File: src/rtl/slant_rx.sv
`default_nettype none
// ============================================================================
// slant_rx : four-lane slant link receive decoder (header hunt, Y/C pair writes,
//            line marker checks, link watchdog).                      Rev 1.0
// ============================================================================
module slant_rx #(
    parameter logic [23:0] FRAME1    = 24'haab155,
    parameter logic [23:0] FRAME0    = 24'haa8d55,
    parameter logic [15:0] HSYNC     = 16'ha355,
    parameter int          LINE_SYM  = 80,
    parameter int          FRAME_SYM = 76800,
    parameter int          TIMEOUT   = 64
) (
    input  logic        Cclk,
    input  logic        rstn,
    input  logic        TransValid,
    input  logic [5:0]  Trans0Data,
    input  logic [5:0]  Trans1Data,
    input  logic [5:0]  Trans2Data,
    input  logic [5:0]  Trans3Data,
    output logic        RxWEn,
    output logic [15:0] RxAddr,
    output logic [19:0] RxY,
    output logic [19:0] RxC,
    output logic        RxFrameStart,
    output logic        RxFrameId,
    output logic        RxFrameDone,
    output logic        RxLineEnd,
    output logic        RxErr,
    output logic [7:0]  RxErrCnt,
    output logic        RxLocked
);

    localparam int WD_W = $clog2(TIMEOUT + 1);

    typedef enum logic [1:0] {
        HUNT  = 2'd0,
        DATA  = 2'd1,
        LSYNC = 2'd2
    } state_t;

    state_t          state, state_nxt;
    logic [23:0]     hdr_sr;
    logic [23:0]     hdr_shift;
    logic [16:0]     sym_idx;
    logic [6:0]      line_cnt;
    logic [3:0]      bit_cnt;
    logic [WD_W-1:0] wd_cnt;
    logic [19:0]     y_hold;
    logic [19:0]     lanes5;
    logic            is_marker, marker_bit, lane_bad, wd_expire, hdr_hit;
    logic            ev_start, ev_err, ev_wr, ev_hold, ev_done, ev_lend;

    assign is_marker  = (Trans0Data == Trans1Data) && (Trans1Data == Trans2Data) &&
                        (Trans2Data == Trans3Data) &&
                        ((Trans0Data == 6'h00) || (Trans0Data == 6'h3f));
    assign marker_bit = Trans0Data[0];
    assign lane_bad   = Trans0Data[5] | Trans1Data[5] | Trans2Data[5] | Trans3Data[5];
    assign lanes5     = {Trans3Data[4:0], Trans2Data[4:0], Trans1Data[4:0], Trans0Data[4:0]};
    assign hdr_shift  = is_marker ? {hdr_sr[22:0], marker_bit} : 24'h0;
    assign hdr_hit    = (hdr_shift == FRAME1) || (hdr_shift == FRAME0);
    // A strobe in the expiry cycle takes priority over the timeout.
    assign wd_expire  = !TransValid && (state != HUNT) && (wd_cnt == WD_W'(TIMEOUT - 1));
    assign RxLocked   = (state != HUNT);

    always_ff @(posedge Cclk or negedge rstn) begin
        if (!rstn) state <= HUNT;
        else       state <= state_nxt;
    end

    always_comb begin
        state_nxt = state;
        ev_start  = 1'b0;
        ev_err    = 1'b0;
        ev_wr     = 1'b0;
        ev_hold   = 1'b0;
        ev_done   = 1'b0;
        ev_lend   = 1'b0;
        case (state)
            HUNT: begin
                if (TransValid && hdr_hit) begin
                    ev_start  = 1'b1;
                    state_nxt = DATA;
                end
            end
            DATA: begin
                if (TransValid) begin
                    if (lane_bad) begin
                        ev_err    = 1'b1;
                        state_nxt = HUNT;
                    end else begin
                        ev_hold = !sym_idx[0];
                        ev_wr   = sym_idx[0];
                        if (sym_idx == 17'(FRAME_SYM - 1)) begin
                            ev_done   = 1'b1;
                            state_nxt = HUNT;
                        end else if (line_cnt == 7'(LINE_SYM - 1)) begin
                            state_nxt = LSYNC;
                        end
                    end
                end else if (wd_expire) begin
                    ev_err    = 1'b1;
                    state_nxt = HUNT;
                end
            end
            LSYNC: begin
                if (TransValid) begin
                    if (!is_marker || (marker_bit != HSYNC[4'd15 - bit_cnt])) begin
                        ev_err    = 1'b1;
                        state_nxt = HUNT;
                    end else if (bit_cnt == 4'd15) begin
                        ev_lend   = 1'b1;
                        state_nxt = DATA;
                    end
                end else if (wd_expire) begin
                    ev_err    = 1'b1;
                    state_nxt = HUNT;
                end
            end
            default: state_nxt = HUNT;
        endcase
    end

    always_ff @(posedge Cclk or negedge rstn) begin
        if (!rstn) begin
            RxWEn        <= 1'b0;
            RxAddr       <= 16'h0;
            RxY          <= 20'h0;
            RxC          <= 20'h0;
            RxFrameStart <= 1'b0;
            RxFrameId    <= 1'b0;
            RxFrameDone  <= 1'b0;
            RxLineEnd    <= 1'b0;
            RxErr        <= 1'b0;
            RxErrCnt     <= 8'h0;
            hdr_sr       <= 24'h0;
            sym_idx      <= 17'h0;
            line_cnt     <= 7'h0;
            bit_cnt      <= 4'h0;
            wd_cnt       <= '0;
            y_hold       <= 20'h0;
        end else begin
            RxWEn        <= ev_wr;
            RxFrameStart <= ev_start;
            RxFrameDone  <= ev_done;
            RxLineEnd    <= ev_lend;
            RxErr        <= ev_err;
            if (ev_wr) begin
                RxAddr <= sym_idx[16:1];
                RxY    <= y_hold;
                RxC    <= lanes5;
            end
            if (ev_hold)
                y_hold <= lanes5;
            if (ev_start)
                RxFrameId <= (hdr_shift == FRAME1);
            if (ev_err && (RxErrCnt != 8'hff))
                RxErrCnt <= RxErrCnt + 8'd1;

            // The matched header is consumed so the next hunt starts empty.
            if (ev_err || ev_start)
                hdr_sr <= 24'h0;
            else if ((state == HUNT) && TransValid)
                hdr_sr <= hdr_shift;

            if (ev_start) begin
                sym_idx  <= 17'h0;
                line_cnt <= 7'h0;
            end else if ((state == DATA) && TransValid && !lane_bad) begin
                sym_idx  <= (sym_idx == 17'(FRAME_SYM - 1)) ? 17'h0 : sym_idx + 17'd1;
                line_cnt <= (line_cnt == 7'(LINE_SYM - 1)) ? 7'h0 : line_cnt + 7'd1;
            end

            if (state != LSYNC)
                bit_cnt <= 4'h0;
            else if (TransValid)
                bit_cnt <= bit_cnt + 4'd1;

            if ((state == HUNT) || TransValid || ev_err)
                wd_cnt <= '0;
            else
                wd_cnt <= wd_cnt + 1'b1;
        end
    end

endmodule
`default_nettype wire

File: config.mk
export PLATFORM = sky130hd
export DESIGN_NAME = slant_rx
export DESIGN_NICKNAME = d
export VERILOG_FILES = /design/src/rtl/slant_rx.sv
export SDC_FILE = /design/constraint.sdc
export NUM_CORES = 1
export LEC_CHECK = 0
export ABC_AREA = 0
export BUFFER_PORTS_ARGS = -buffer_cell sky130_fd_sc_hd__buf_2
export CAP_MARGIN = 20
export CORE_AREA = 2 2 109 111
export CTS_BUF_LIST = sky130_fd_sc_hd__clkbuf_8
export CTS_CLUSTER_SIZE = 25
export DETAILED_ROUTE_END_ITERATION = 10
export DIE_AREA = 0 0 111 113
export PLACE_DENSITY = 0.86
export SLEW_MARGIN = 20
export SYNTH_ARGS = -nofsm -noshare
export SYNTH_HDL_FRONTEND = slang
export SYNTH_SLANG_ARGS = --single-unit
File: constraint.sdc
create_clock -name Cclk -period 6.95 [get_ports Cclk]
set_clock_uncertainty 0.1 [all_clocks]
set_input_delay 0 -clock Cclk [delete_from_list [all_inputs] [get_ports Cclk]]
set_output_delay 0 -clock Cclk [all_outputs]
set_load 0.03 [all_outputs]
==> flow_summary.ini, run 1 <==
[layout]
fin_util = 0.6972
layout.cells.non_filler = 911
areaGrowthSynthToFinish_pct = 18.11
layout.nets = 795
drive_above_1_share = 0.2305
antennaDiodeCount = 0

[place]
dp_hpwl_um = 10480
dp_cells = 860
port-buffer-count = 97
place_congestion = 0.9263
pre_cts_ws_ns = 4.128

[sta]
tns_ns = 0
fmax_ghz = 0.3428
fin_ws_ns = 4.033
finalMaxSlewViolations = 0
tightest_slew_ns = 1.000
min_period_ns = 2.917
rsz0062_at_grt = false
maxSlewHeadroom = 0.3332
fin_crit_sh = 0.4197
finalHoldViolCount = 0
setup_viol = 0

[floorplanning]
rows = 39
dieArea_um2 = 12540
start_util = 0.5903
dieHeight_um = 113
core-area_um2 = 11270
die_x_um = 111
ios = 98

[detailed_routing]
via_per_inst = 5.795
drc_errors = 0
vias = 5279
ant_nets = 0
routed_wl_um = 15910
drt_iter0_markers = 489
wl_per_cell_um = 17.46
dr.pass1.iters = 5

[flow_run]
cap_violations = 0

[setup_path]
rr_endpoint = sym_idx[15]
cp-end-kind = flop
reg2regPathDepth = 7
cp.arrival_ns = 3.11
critPathKind = flop to flop
r2r_slack_ns = 4.03
cp.required_ns = 7.15
startpoint_type = flop
worstReg2RegStart = hdr_sr[8]
path_max_fanout = 12

[clocking]
cts_hold_buf = 22
clkLatencyLatePin_ns = 0.46
cts_buffer_depth = 2
postCtsResizedCells = 0
post_cts_buffers = 0
path_clk_slew_ns = 0.07
cts_tree = built
cts.sinks = 150
numCtsBuffers = 17
cts_root_buffer = clkbuf_8
htreeDepth = 4

[global_routing]
grt_max_degree = 82
track_usage = 0.2623
grt_pass1_wl_um = 26190
grt_pass1_vias = 5301
antenna_found_initial = 0
grt-ovfl-total = 0

[hold_path]
min-delay-path-class = input port to async pin

[status]
status = completed

[synth]
yosysWarnings = 0
synthArstFlopShare = 1.000
synth_edf_count = 0
seq_area_frac_synth = 0.5641
synth_cell_types = 49
synth_fp_nets = 677
synth-main-ff-cell = dfrtp_1
syn-instance-count = 640
synth_area_um2 = 6654
yosys_register_bits = 150
avgSynthCellArea_um2 = 10.40

[power]
static-leakage-power_uw = 0.004045
power.total_uw = 2274
irDropWorstVdd_v = 0.0002116
power_density_nw_per_um2 = 289.3
layer usage:
layer / wire length [µm] / track usage / share of wire
met4: 427 / 0.1050 / 0.027
met5: 0 / 0 / 0
met3: 843 / 0.05731 / 0.053
met1: 6441 / 0.3241 / 0.40
met2: 8195 / 0.4540 / 0.52
critical path: stages (launching register included):
cell,delay [ns]
dfrtp_1,0.40
nor4bb_1,0.58
nand3_1,0.12
or4_1,0.41
nor4_1,0.36
nand2_1,0.14
o21ai_1,0.52
nor2_1,0.13
synthesized netlist by cell type, types with 4 or more instances:
cell type	number	area, µm²
a21oi_1	12	60.06
a22oi_1	24	180.2
and2_1	5	31.28
and3_1	7	43.79
buf_1	6	22.52
clkbuf_1	16	60.06
dfrtp_1	150	3754
ha_1	10	125.1
inv_1	9	33.78
mux2_2	41	461.7
nand2_1	137	514.2
nand3_1	20	100.1
nand4_1	10	62.56
nor2_1	70	262.8
nor2b_1	8	50.05
nor3_1	13	65.06
nor4_1	4	25.02
nor4bb_1	7	70.07
o21ai_0	12	60.06
xnor2_1	14	122.6
xor2_1	21	183.9
metrics by stage:
stage	hold WS (ns)	cell area [µm²]
floorplan	-0.3956	6654
global placement	-0.05918	7263
detailed placement	-0.04718	7263
CTS	0.03090	7859
global route	0.08239	7859
finish	0.02174	7859
layout by cell type, fill, tap and decap left out, types with 2 or more instances in the layout:
cell	count
a22oi_1	24
nor2b_1	8
nand2b_1	3
nand3b_1	2
a31oi_1	3
and2_1	5
nor3_1	13
dfrtp_1	150
and4_1	2
a21oi_1	12
inv_1	12
xnor2_1	14
nand3_1	20
nor4_1	4
buf_2	96
nor2_1	70
nor3b_1	2
nand4_1	10
and3_1	7
clkinv_2	3
clkbuf_8	17
buf_4	6
nor4bb_1	7
o22ai_1	2
or4_1	3
mux2i_1	2
dlygate4sd3_1	22
o21ai_0	11
bufinv_16	3
mux2_2	41
xor2_1	21
ha_1	10
nand2_1	136
or3_1	3
nor4_2	2
report_power, final:
part           switching, µW  internal (µW)  total (µW)  leakage [µW]
Combinational            330            184         513       0.00179
Sequential              97.2           1000        1100       0.00205
Clock                    316            344         660      0.000201
Total                    743           1530        2270       0.00404
state kept, by name (all words and copies together) (netlist names):
name,flops
RxFrameId,1
RxC,20
state,2
RxWEn,1
y_hold,20
RxFrameDone,1
RxAddr,16
hdr_sr,23
bit_cnt,4
RxFrameStart,1
wd_cnt,7
RxErrCnt,8
RxLineEnd,1
sym_idx,17
line_cnt,7
RxErr,1
RxY,20
worst max path at each step:
| stage | start | to | slack, ns |
|---|---|---|---|
| 5_1_grt | hdr_sr[8] | sym_idx[14] | 3.80 |
| 3_3_place_gp | hdr_sr[8] | sym_idx[13] | 4.18 |
| 2_1_floorplan | state[0] | hdr_sr[10] | 4.58 |
| 4_1_cts | Trans0Data[0] | hdr_sr[13] | 4.10 |
| 6_report | hdr_sr[8] | sym_idx[15] | 4.03 |
| 3_5_place_dp | state[0] | hdr_sr[13] | 4.13 |
kinds of logic (layout without fill, tap and decap cells):
family,count (synthesis),after routing,synth area share
AO/OA/AOI/OAI,61,61,0.06187
XOR/XNOR,35,35,0.04607
adder cells (fa/ha/maj),10,10,0.01880
buffers and inverters,36,164,0.02200
flip-flops,150,150,0.5641
multiplexers,44,44,0.07409
AND/OR/NAND/NOR,304,304,0.2130
layout make-up:
type	instances	area, µm²
Clock inverter	12	141.4
Inverter	10	37.54
Tap cell	143	178.9
Multi-Input combinational cell	454	2756
Sequential cell	150	3754
Timing Repair Buffer	125	757.0
Fill cell	778	3413
Clock buffer	17	234.0
(Power assumes the default switching activity.)
==> run 2: changes to the inputs <==
--- a/config.mk
+++ b/config.mk
@@ -8,12 +8,12 @@
 export ABC_AREA = 0
 export BUFFER_PORTS_ARGS = -buffer_cell sky130_fd_sc_hd__buf_2
 export CAP_MARGIN = 20
-export CORE_AREA = 2 2 109 111
+export CORE_AREA = 2 2 116 118
 export CTS_BUF_LIST = sky130_fd_sc_hd__clkbuf_8
 export CTS_CLUSTER_SIZE = 25
 export DETAILED_ROUTE_END_ITERATION = 10
-export DIE_AREA = 0 0 111 113
-export PLACE_DENSITY = 0.86
+export DIE_AREA = 0 0 118 120
+export PLACE_DENSITY = 0.8
 export SLEW_MARGIN = 20
 export SYNTH_ARGS = -nofsm -noshare
 export SYNTH_HDL_FRONTEND = slang
==> constraint.sdc (replaced) <==
create_clock -name Cclk -period 2.4 [get_ports Cclk]
set_clock_uncertainty 0.1 [all_clocks]
set_input_delay 0 -clock Cclk [delete_from_list [all_inputs] [get_ports Cclk]]
set_output_delay 0 -clock Cclk [all_outputs]
set_load 0.03 [all_outputs]
==> run 2 against run 1 <==
The run now ends with negative hold slack left; sequential power rose to 2.9 times the previous value; cell count rose by 9.4%; count of clock-buffer cells in the layout is 4 higher; combinational power grew to 3.3 times the previous value; largest power group unchanged; via count grew 2.7%; design area is 8.8% higher.
==> flow_summary.ini, run 2 (same netlist as run 1, synthesis figures left out) <==
[setup_path]
cp.required_ns = 2.63
crit_path_top_delay_cell = dlygate4sd3_1
cpPeakStageDelay_ns = 0.56
worstSetupEndpoint = RxErrCnt[5]
cp-startpoint = Trans0Data[3]
path_max_fanout = 5
crit_path_cell_trace = dlygate4sd3_1 -> buf_4 -> xnor2_1 -> o21ai_1 -> or4_4 -> or4b_4 -> a31oi_4 -> buf_6 -> nor3_2 -> xor2_1
r2r_slack_ns = 0.05
rr_endpoint = RxErrCnt[5]
startpoint_type = input port
worstReg2RegStart = bit_cnt[2]
reg2regPathDepth = 8
critPathKind = input port to flop
cp.arrival_ns = 2.63
cp-end-kind = flop

[clocking]
path_clk_slew_ns = 0.08
cts_tree = built
clkLatencyLatePin_ns = 0.45
numCtsBuffers = 17
cts.sinks = 150
htreeDepth = 4
cts_root_buffer = clkbuf_8
cts_buffer_depth = 2

[global_routing]
grt_pass1_wl_um = 26310
grt_max_degree = 54
grt_pass1_vias = 5512
track_usage = 0.2339
antenna_found_initial = 0
grt-ovfl-total = 0

[layout]
layout.nets = 845
drive_above_1_share = 0.3069
area.sequential_um2 = 3754
multi_input_area_um2 = 2910
largest_reg_flops = 23
areaGrowthSynthToFinish_pct = 28.47
layout_common_cells = dfrtp_1 (150), nand2_1 (136), buf_2 (90)
layout.cells.most_common = dfrtp_1
antennaDiodeCount = 0
regMostFlops = hdr_sr
layout.cells.non_filler = 997
fillers = 1001

[sta]
setup_viol = 0
fin_crit_sh = 0.9988
finalMaxSlewViolations = 0
tightest_slew_ns = 0.5428
min_period_ns = 2.397
fin_ws_ns = 0.002922
maxSlewHeadroom = 0.6359
fmax_ghz = 0.4172
finalHoldViolCount = 2
hold_ws_ns = -0.04488

[detailed_routing]
drc_errors = 0
via_per_inst = 5.439
routed_wl_um = 16260
wl_per_cell_um = 16.31
drt_iter0_markers = 351
ant_nets = 0
dr.pass1.iters = 7
vias = 5423

[floorplanning]
die_x_um = 118
ios = 98
dieArea_um2 = 14160
rows = 42
dieHeight_um = 120
core-area_um2 = 12980
start_util = 0.5126

[power]
static-leakage-power_uw = 0.004405
power_density_nw_per_um2 = 787.9
irDropWorstVdd_v = 0.0004660

[place]
place_congestion = 0.8696
dp_hpwl_um = 10610
dp_cells = 931
pre_cts_ws_ns = -0.1479
port-buffer-count = 97

[hold_path]
min-delay-path-class = input port to flop
hold_path.startpoint = Trans1Data[3]
hold_depth = 4

[flow_run]
cap_violations = 0

[status]
violations = negative hold slack
status = finished, violations left
[run 2: metrics by stage]
stage | util | total power, µW | TNS, ns | cell area (µm²)
floorplan | - | 4153 | 0 | 6654
global placement | 0.5888 | 4674 | 0 | 7642
detailed placement | 0.5888 | 4758 | -1.961 | 7642
CTS | 0.6388 | 6657 | 0 | 8292
global route | 0.6586 | 7069 | -0.06127 | 8548
finish | 0.6586 | 6735 | 0 | 8548
[run 2: worst min path at each step]
stage	end	slack, ns
6_report	RxC[8]	-0.04
5_1_grt	y_hold[8]	-0.04
4_1_cts	RxFrameDone	0.03
3_5_place_dp	RxAddr[13]	-0.08
3_3_place_gp	RxAddr[13]	-0.09
2_1_floorplan	RxAddr[0]	-0.40
[run 2: cell type report]
cell class | count | area share
Sequential cell | 150 | 0.4391
Timing Repair Buffer | 175 | 0.1451
Multi-Input combinational cell | 454 | 0.3405
Inverter | 10 | 0.004391
Clock buffer | 21 | 0.03381
Clock inverter | 11 | 0.01142
Tap cell | 176 | 0.02576
[run 2: repair_timing]
action                                  in CTS  in global routing
hold buffers                                24                  2
pin swaps                                    0                 11
endpoints found under the setup margin      14                 52
buffers inserted                             0                 11
gates cloned                                 0                  1
gates resized for setup                      2                 38
hold endpoints to repair                   194                  4
[run 2: power breakdown]
group          internal (µW)  switching (µW)  leakage [µW]
clock                    926             944      0.000190
combinational            690             997       0.00217
sequential              2900             275       0.00205
[run 2: layer usage]
metal  part of all wire  vias up  GRT usage
li1                   -     2523          -
met1               0.41     2686     0.2859
met2               0.52      172     0.3950
met3              0.048       42    0.05608
met4              0.023        0     0.1062
met5                  0        -          0
[run 2: critical path: cells and delay by family]
kind | cells | cell delay [ns]
AO/OA/AOI/OAI | 2 | 0.37
XOR/XNOR | 2 | 0.29
buffers and inverters | 3 | 0.87
AND/OR/NAND/NOR | 3 | 1.09
